**src/rtl/mips_mc_ctrl.sv**
```systemverilog
// Multicycle MIPS main control FSM.
// Sequences fetch/decode/execute/memory/writeback and drives datapath controls.
module mips_mc_ctrl #(
  parameter logic [5:0] OP_RTYPE = 6'b000000,
  parameter logic [5:0] OP_LW    = 6'b100011,
  parameter logic [5:0] OP_SW    = 6'b101011,
  parameter logic [5:0] OP_BEQ   = 6'b000100,
  parameter logic [5:0] OP_ADDI  = 6'b001000,
  parameter logic [5:0] OP_J     = 6'b000010
) (
  input  logic       clk,
  input  logic       reset_n,
  input  logic [5:0] op,
  input  logic       mem_ready,
  output logic       pcwrite,
  output logic       branch,
  output logic       iord,
  output logic       memwrite,
  output logic       irwrite,
  output logic       memtoreg,
  output logic       regdst,
  output logic       regwrite,
  output logic       alusrca,
  output logic [1:0] alusrcb,
  output logic [1:0] pcsrc,
  output logic [1:0] aluop,
  output logic       illegal,
  output logic [3:0] state
);

  localparam logic [3:0] S_FETCH   = 4'd0;
  localparam logic [3:0] S_DECODE  = 4'd1;
  localparam logic [3:0] S_MEMADR  = 4'd2;
  localparam logic [3:0] S_MEMRD   = 4'd3;
  localparam logic [3:0] S_MEMWB   = 4'd4;
  localparam logic [3:0] S_MEMWR   = 4'd5;
  localparam logic [3:0] S_RTYPEEX = 4'd6;
  localparam logic [3:0] S_RTYPEWB = 4'd7;
  localparam logic [3:0] S_BEQEX   = 4'd8;
  localparam logic [3:0] S_ADDIEX  = 4'd9;
  localparam logic [3:0] S_ADDIWB  = 4'd10;
  localparam logic [3:0] S_JEX     = 4'd11;

  logic [3:0] state_q, state_d;
  logic       pcwrite_c, branch_c, memwrite_c;
  logic       irwrite_c, regwrite_c, illegal_c;

  always_ff @(posedge clk or negedge reset_n) begin
    if (!reset_n) state_q <= S_FETCH;
    else          state_q <= state_d;
  end

  always_comb begin
    state_d    = S_FETCH;
    pcwrite_c  = 1'b0;
    branch_c   = 1'b0;
    memwrite_c = 1'b0;
    irwrite_c  = 1'b0;
    regwrite_c = 1'b0;
    illegal_c  = 1'b0;
    iord       = 1'b0;
    memtoreg   = 1'b0;
    regdst     = 1'b0;
    alusrca    = 1'b0;
    alusrcb    = 2'b00;
    pcsrc      = 2'b00;
    aluop      = 2'b00;
    unique case (state_q)
      S_FETCH: begin
        alusrcb   = 2'b01;
        irwrite_c = mem_ready;
        pcwrite_c = mem_ready;
        state_d   = mem_ready ? S_DECODE : S_FETCH;
      end
      S_DECODE: begin
        alusrcb = 2'b11;
        unique case (1'b1)
          (op == OP_LW),
          (op == OP_SW):    state_d = S_MEMADR;
          (op == OP_RTYPE): state_d = S_RTYPEEX;
          (op == OP_BEQ):   state_d = S_BEQEX;
          (op == OP_ADDI):  state_d = S_ADDIEX;
          (op == OP_J):     state_d = S_JEX;
          default: begin
            illegal_c = 1'b1;
            state_d   = S_FETCH;
          end
        endcase
      end
      S_MEMADR: begin
        alusrca = 1'b1;
        alusrcb = 2'b10;
        state_d = (op == OP_LW) ? S_MEMRD : S_MEMWR;
      end
      S_MEMRD: begin
        iord    = 1'b1;
        state_d = mem_ready ? S_MEMWB : S_MEMRD;
      end
      S_MEMWB: begin
        memtoreg   = 1'b1;
        regwrite_c = 1'b1;
      end
      S_MEMWR: begin
        iord       = 1'b1;
        memwrite_c = 1'b1;
        state_d    = mem_ready ? S_FETCH : S_MEMWR;
      end
      S_RTYPEEX: begin
        alusrca = 1'b1;
        aluop   = 2'b10;
        state_d = S_RTYPEWB;
      end
      S_RTYPEWB: begin
        regdst     = 1'b1;
        regwrite_c = 1'b1;
      end
      S_BEQEX: begin
        alusrca  = 1'b1;
        aluop    = 2'b01;
        pcsrc    = 2'b01;
        branch_c = 1'b1;
      end
      S_ADDIEX: begin
        alusrca = 1'b1;
        alusrcb = 2'b10;
        state_d = S_ADDIWB;
      end
      S_ADDIWB: regwrite_c = 1'b1;
      S_JEX: begin
        pcsrc     = 2'b10;
        pcwrite_c = 1'b1;
      end
      default: state_d = S_FETCH;
    endcase
  end

  // Strobes are gated by reset_n so nothing fires while reset is held.
  assign pcwrite  = pcwrite_c  & reset_n;
  assign branch   = branch_c   & reset_n;
  assign memwrite = memwrite_c & reset_n;
  assign irwrite  = irwrite_c  & reset_n;
  assign regwrite = regwrite_c & reset_n;
  assign illegal  = illegal_c  & reset_n;
  assign state    = state_q;

endmodule

```
**config.mk**
```make
export PLATFORM = sky130hd
export DESIGN_NAME = mips_mc_ctrl
export DESIGN_NICKNAME = d
export VERILOG_FILES = /design/src/rtl/mips_mc_ctrl.sv
export SDC_FILE = /design/constraint.sdc
export NUM_CORES = 1
export LEC_CHECK = 0
export CORE_ASPECT_RATIO = 0.75
export CORE_UTILIZATION = 36
export CTS_BUF_LIST = sky130_fd_sc_hd__clkbuf_16
export CTS_CLUSTER_DIAMETER = 40
export DETAILED_ROUTE_END_ITERATION = 10
export PLACE_DENSITY = 0.74
export SYNTH_ARGS = -nofsm -noshare
export SYNTH_HDL_FRONTEND = slang
export SYNTH_SLANG_ARGS = --single-unit
```
**constraint.sdc**
```tcl
create_clock -name clk -period 1.5 [get_ports clk]
set_input_delay 0.45 -clock clk [delete_from_list [all_inputs] [get_ports clk]]
set_output_delay 0.45 -clock clk [all_outputs]
set_load 0.02 [all_outputs]
```
==> results of run 1 <==
cells by family after synthesis:
group / Yosys count
AOI/OAI and AO/OA: 15
xor gates and xnor gates: 4
and+or+nand+nor: 49
DFF: 4
buffers and inverters: 9
per-stage QoR:
step,instances,area [sq um]
after floorplan,81,726.9
after global placement,152,1196
after detailed placement,152,1196
after CTS,168,1500
repair_timing:
item / 4_1_cts
setup endpoints to repair: 22
pin swaps: 14
cloned: 1
resized for setup: 140
setup buffers: 12
hold endpoints to repair: 0
==> flow_summary.yaml, run 1 <==
run_status:
  status: "stopped before the end"
  lastStage: "global routing (5_1_grt)"
  error_line: "[ERROR DPL-0038] Utilization greater than 100%, impossible to legalize"
sta:
  grt_worst_setup_endpoint: "regwrite"
  worstEpCategory: "primary output"
logic_synthesis:
  yosysTopAreaCell: "dfrtp_1"
  netlist_area_sq_um: 625.6
  synth_area_leaders: "dfrtp_1 16%, nor2_1 7.2%, nor3_1 5.6%"
  synth_compound_area_share_pct: 18.40
  yosys-top-cells-count: "12 x nor2_1, 7 x nor3_1, 4 x buf_4, 4 x dfrtp_1"
  synth_edf_count: 0
  yosys.area.top_type_share_pct: 16.00
  synth_nets: 90
  syn_inst: 81
  yosys.area_share.simple_pct: 49.60
  synth_xor_area_share_pct: 5.600
  avgSynthCellArea_sq_um: 7.723
  synth-seq-area-share_pct: 16.00
  synth.most_common_cell: "nor2_1"
  synth_fa_ha_area_share_pct: 0
  yosys_warnings: 0
  ys_types: 39
  synth-main-ff-cell: "dfrtp_1"
  async_reset_ff_share_pct: 100.0
  synth_top_family_by_area: "simple AND/OR/NAND/NOR gates"
  synth.area.mux_share_pct: 0
  synth-seq-cells: 4
die:
  die_h_um: 38.10
  initial_core_util_pct: 40.45
  die-width_um: 50.14
  placement_rows: 12
  io_pins: 29
placement:
  place.gp.congestion: 0.8845
  io_buffers: 28
  hpwl_mm: 1.729
  pre_cts_ws_ps: -1038
clocking:
  cts_root_buffer: "clkbuf_16"
  cts_buffer_depth: 2
  hold_buffers: 0
  numCtsBuffers: 3
  cts.sink_count: 4
  htree_levels: 1
grt:
  grt_max_degree: 9
==> inputs of run 2 (changes only) <==
- CORE_AREA: unset -> 2 2 63 65
- CORE_ASPECT_RATIO: 0.75 -> unset
- CORE_UTILIZATION: 36 -> unset
- CTS_BUF_LIST: sky130_fd_sc_hd__clkbuf_16 -> unset
- CTS_CLUSTER_DIAMETER: 40 -> unset
- DIE_AREA: unset -> 0 0 65 67
- PLACE_DENSITY: 0.74 -> unset
- PLACE_DENSITY_LB_ADDON: unset -> 0.15
- clock period: 1.5 -> 2 ns (I/O delays scaled with it)
==> flow_summary.yaml, run 2 <==
setup_path:
  path_cells: "buf_4, buf_4, and3b_1, o21a_1, buf_6"
  worstSetupStartpointType: "flip-flop"
  max_stage_delay_ps: 460
  path_max_fanout: 7
  arrival_ps: 1400
  critical_path.slowest_cell: "dfrtp_2"
  cp_common_cell: "buf_4"
  required_ps: 1400
  critPathCaptureType: "output port"
  path_class: "reg2out"
  rr_worst_depth: 6
logic_synthesis:
  synth_nets: 90
  async_reset_ff_share_pct: 100.0
  avgSynthCellArea_sq_um: 7.723
  synth-seq-area-share_pct: 16.00
  synth_area_leaders: "dfrtp_1 16%, nor2_1 7.2%, nor3_1 5.6%"
  yosys_warnings: 0
  synth_edf_count: 0
  synth-main-ff-cell: "dfrtp_1"
  yosys-top-cells-count: "12 x nor2_1, 7 x nor3_1, 4 x buf_4, 4 x dfrtp_1"
  netlist_area_sq_um: 625.6
  yosysTopAreaCell: "dfrtp_1"
  ys_types: 39
  synth-seq-cells: 4
  synth.most_common_cell: "nor2_1"
  yosys.area.top_type_share_pct: 16.00
  syn_inst: 81
pwr:
  vdd_drop_max_uv: 181.6
  power_mw: 0.6293
  power.density_mw_per_mm2: 484.1
  p_leak_nw: 0.6415
placement:
  place.gp.congestion: 0.7420
  io_buffers: 28
  hpwl_mm: 1.699
die:
  placement_rows: 22
  initial_core_util_pct: 17.35
  io_pins: 29
  die-width_um: 65
  die_h_um: 67
  core_area_sq_mm: 0.003606
  die-area_sq_mm: 0.004355
grt:
  grt_pass1_wl_mm: 3.808
  grt_max_degree: 11
  gr-total-overflow: 0
  grt_usage_pct: 11.36
  grt_pass1_vias: 828
  antenna_found_initial: 0
finish:
  area_growth_pct: 107.8
  final_common_cell: "buf_4"
  diodes: 0
  final_cell_mix: "42 x buf_4, 13 x buf_2, 9 x nor2_1"
  nets: 157
  postLayoutCoreUtil_pct: 36.05
  largest_register_ffs: 4
  drive_gt1_share_pct: 63.70
clocking:
  cts.sink_count: 4
  cts_tree: "done"
  path_clk_slew_ps: 30
  numCtsBuffers: 3
  cts_root_buffer: "clkbuf_8"
  clkLatencyLatePin_ps: 220
  htree_levels: 1
  cts_buffer_depth: 2
route:
  drt_iter0_markers: 9
  wl_per_cell_um: 12.59
  vias_per_cell: 4.351
  drcViolationCount: 0
  ant_nets: 0
  drt-total-wl_mm: 2.443
  route.vias.total: 844
  firstDrtPassIters: 4
run:
  drv_cap: 0
hold_path:
  worstHoldPathType: "in2async"
sta:
  final_hold_viol_count: 0
  timing.fmax_mhz: 501.0
  period_minus_slack_ps: 1996
  slew_headroom_pct: 84.42
  worstMarginPinSlew_ps: 233.1
  rsz0062_at_grt: "true"
  setup_violations: 0
  slew_viol_final: 0
  period_share_pct: 99.80
  fin_skew_ps: 5.306
  fin_setup_tns_ps: 0
run_status:
  status: "complete, no violations"
run 2: repair_timing:
action,CTS,global route
gates resized for setup,106,27
endpoints found under the setup margin,19,13
pin swaps,5,3
hold buffers,0,0
setup buffers,8,4
run 2: area by class of cell:
class,count,area (sq um)
tap,48,60.06
timing repair buffer,69,540.5
inverter,2,7.507
clock buffer,3,41.29
multi-input combinational,68,546.8
sequential,4,103.9
fill,393,2306
run 2: critical path: cells and delay by family (launching register included):
kind	cells	cell delay, ps
compound gates	1	120
buf+inv	3	400
flops	1	460
simple gates	1	190
run 2: metal layers:
layer	up-vias	part of all wire, %	global-route usage, %	routed length, um
met1	396	41	13.71	1013
met3	2	2.7	2.027	65
li1	429	-	-	-
met5	-	0	0	0
met2	17	55	20.10	1348
met4	0	0.65	3.989	16
run 2: worst paths after layout:
kind	startpoint	to	slack, ps
min in group clk	state[3]	state[0]	760
max	state[3]	regwrite	4
max reg2reg	state[2]	state[2]	430
max in group asynchronous	reset_n	state[2]	1470
min reg2reg	state[3]	state[0]	760
min	reset_n	state[0]	420
run 2: through the flow:
step | hold slack (ps) | setup slack [ps] | cell area (sq um) | cells
after floorplan | 304.4 | 14.44 | 635.6 | 81
after global placement | 774.9 | -852.5 | 1149 | 179
after detailed placement | 772.3 | -869.4 | 1149 | 179
after CTS | 450.6 | -33.48 | 1245 | 190
after global routing | 429.6 | -94.92 | 1300 | 194
final | 415.1 | 3.911 | 1300 | 194
run 2: kinds of logic (layout without fill, tap and decap cells):
| kind of cell | Yosys count | after routing | synth area share (%) |
|---|---|---|---|
| buf+inv | 9 | 74 | 10.40 |
| simple gates | 49 | 49 | 49.60 |
| flops | 4 | 4 | 16.00 |
| compound gates | 15 | 15 | 18.40 |
| xor+xnor | 4 | 4 | 5.601 |
run 2: power breakdown:
| part | internal, mW | switching (mW) |
|---|---|---|
| clock network | 0.128 | 0.0402 |
| logic | 0.191 | 0.164 |
| registers | 0.0897 | 0.0159 |
| total | 0.409 | 0.220 |
Power figures use the tool's default switching activity.
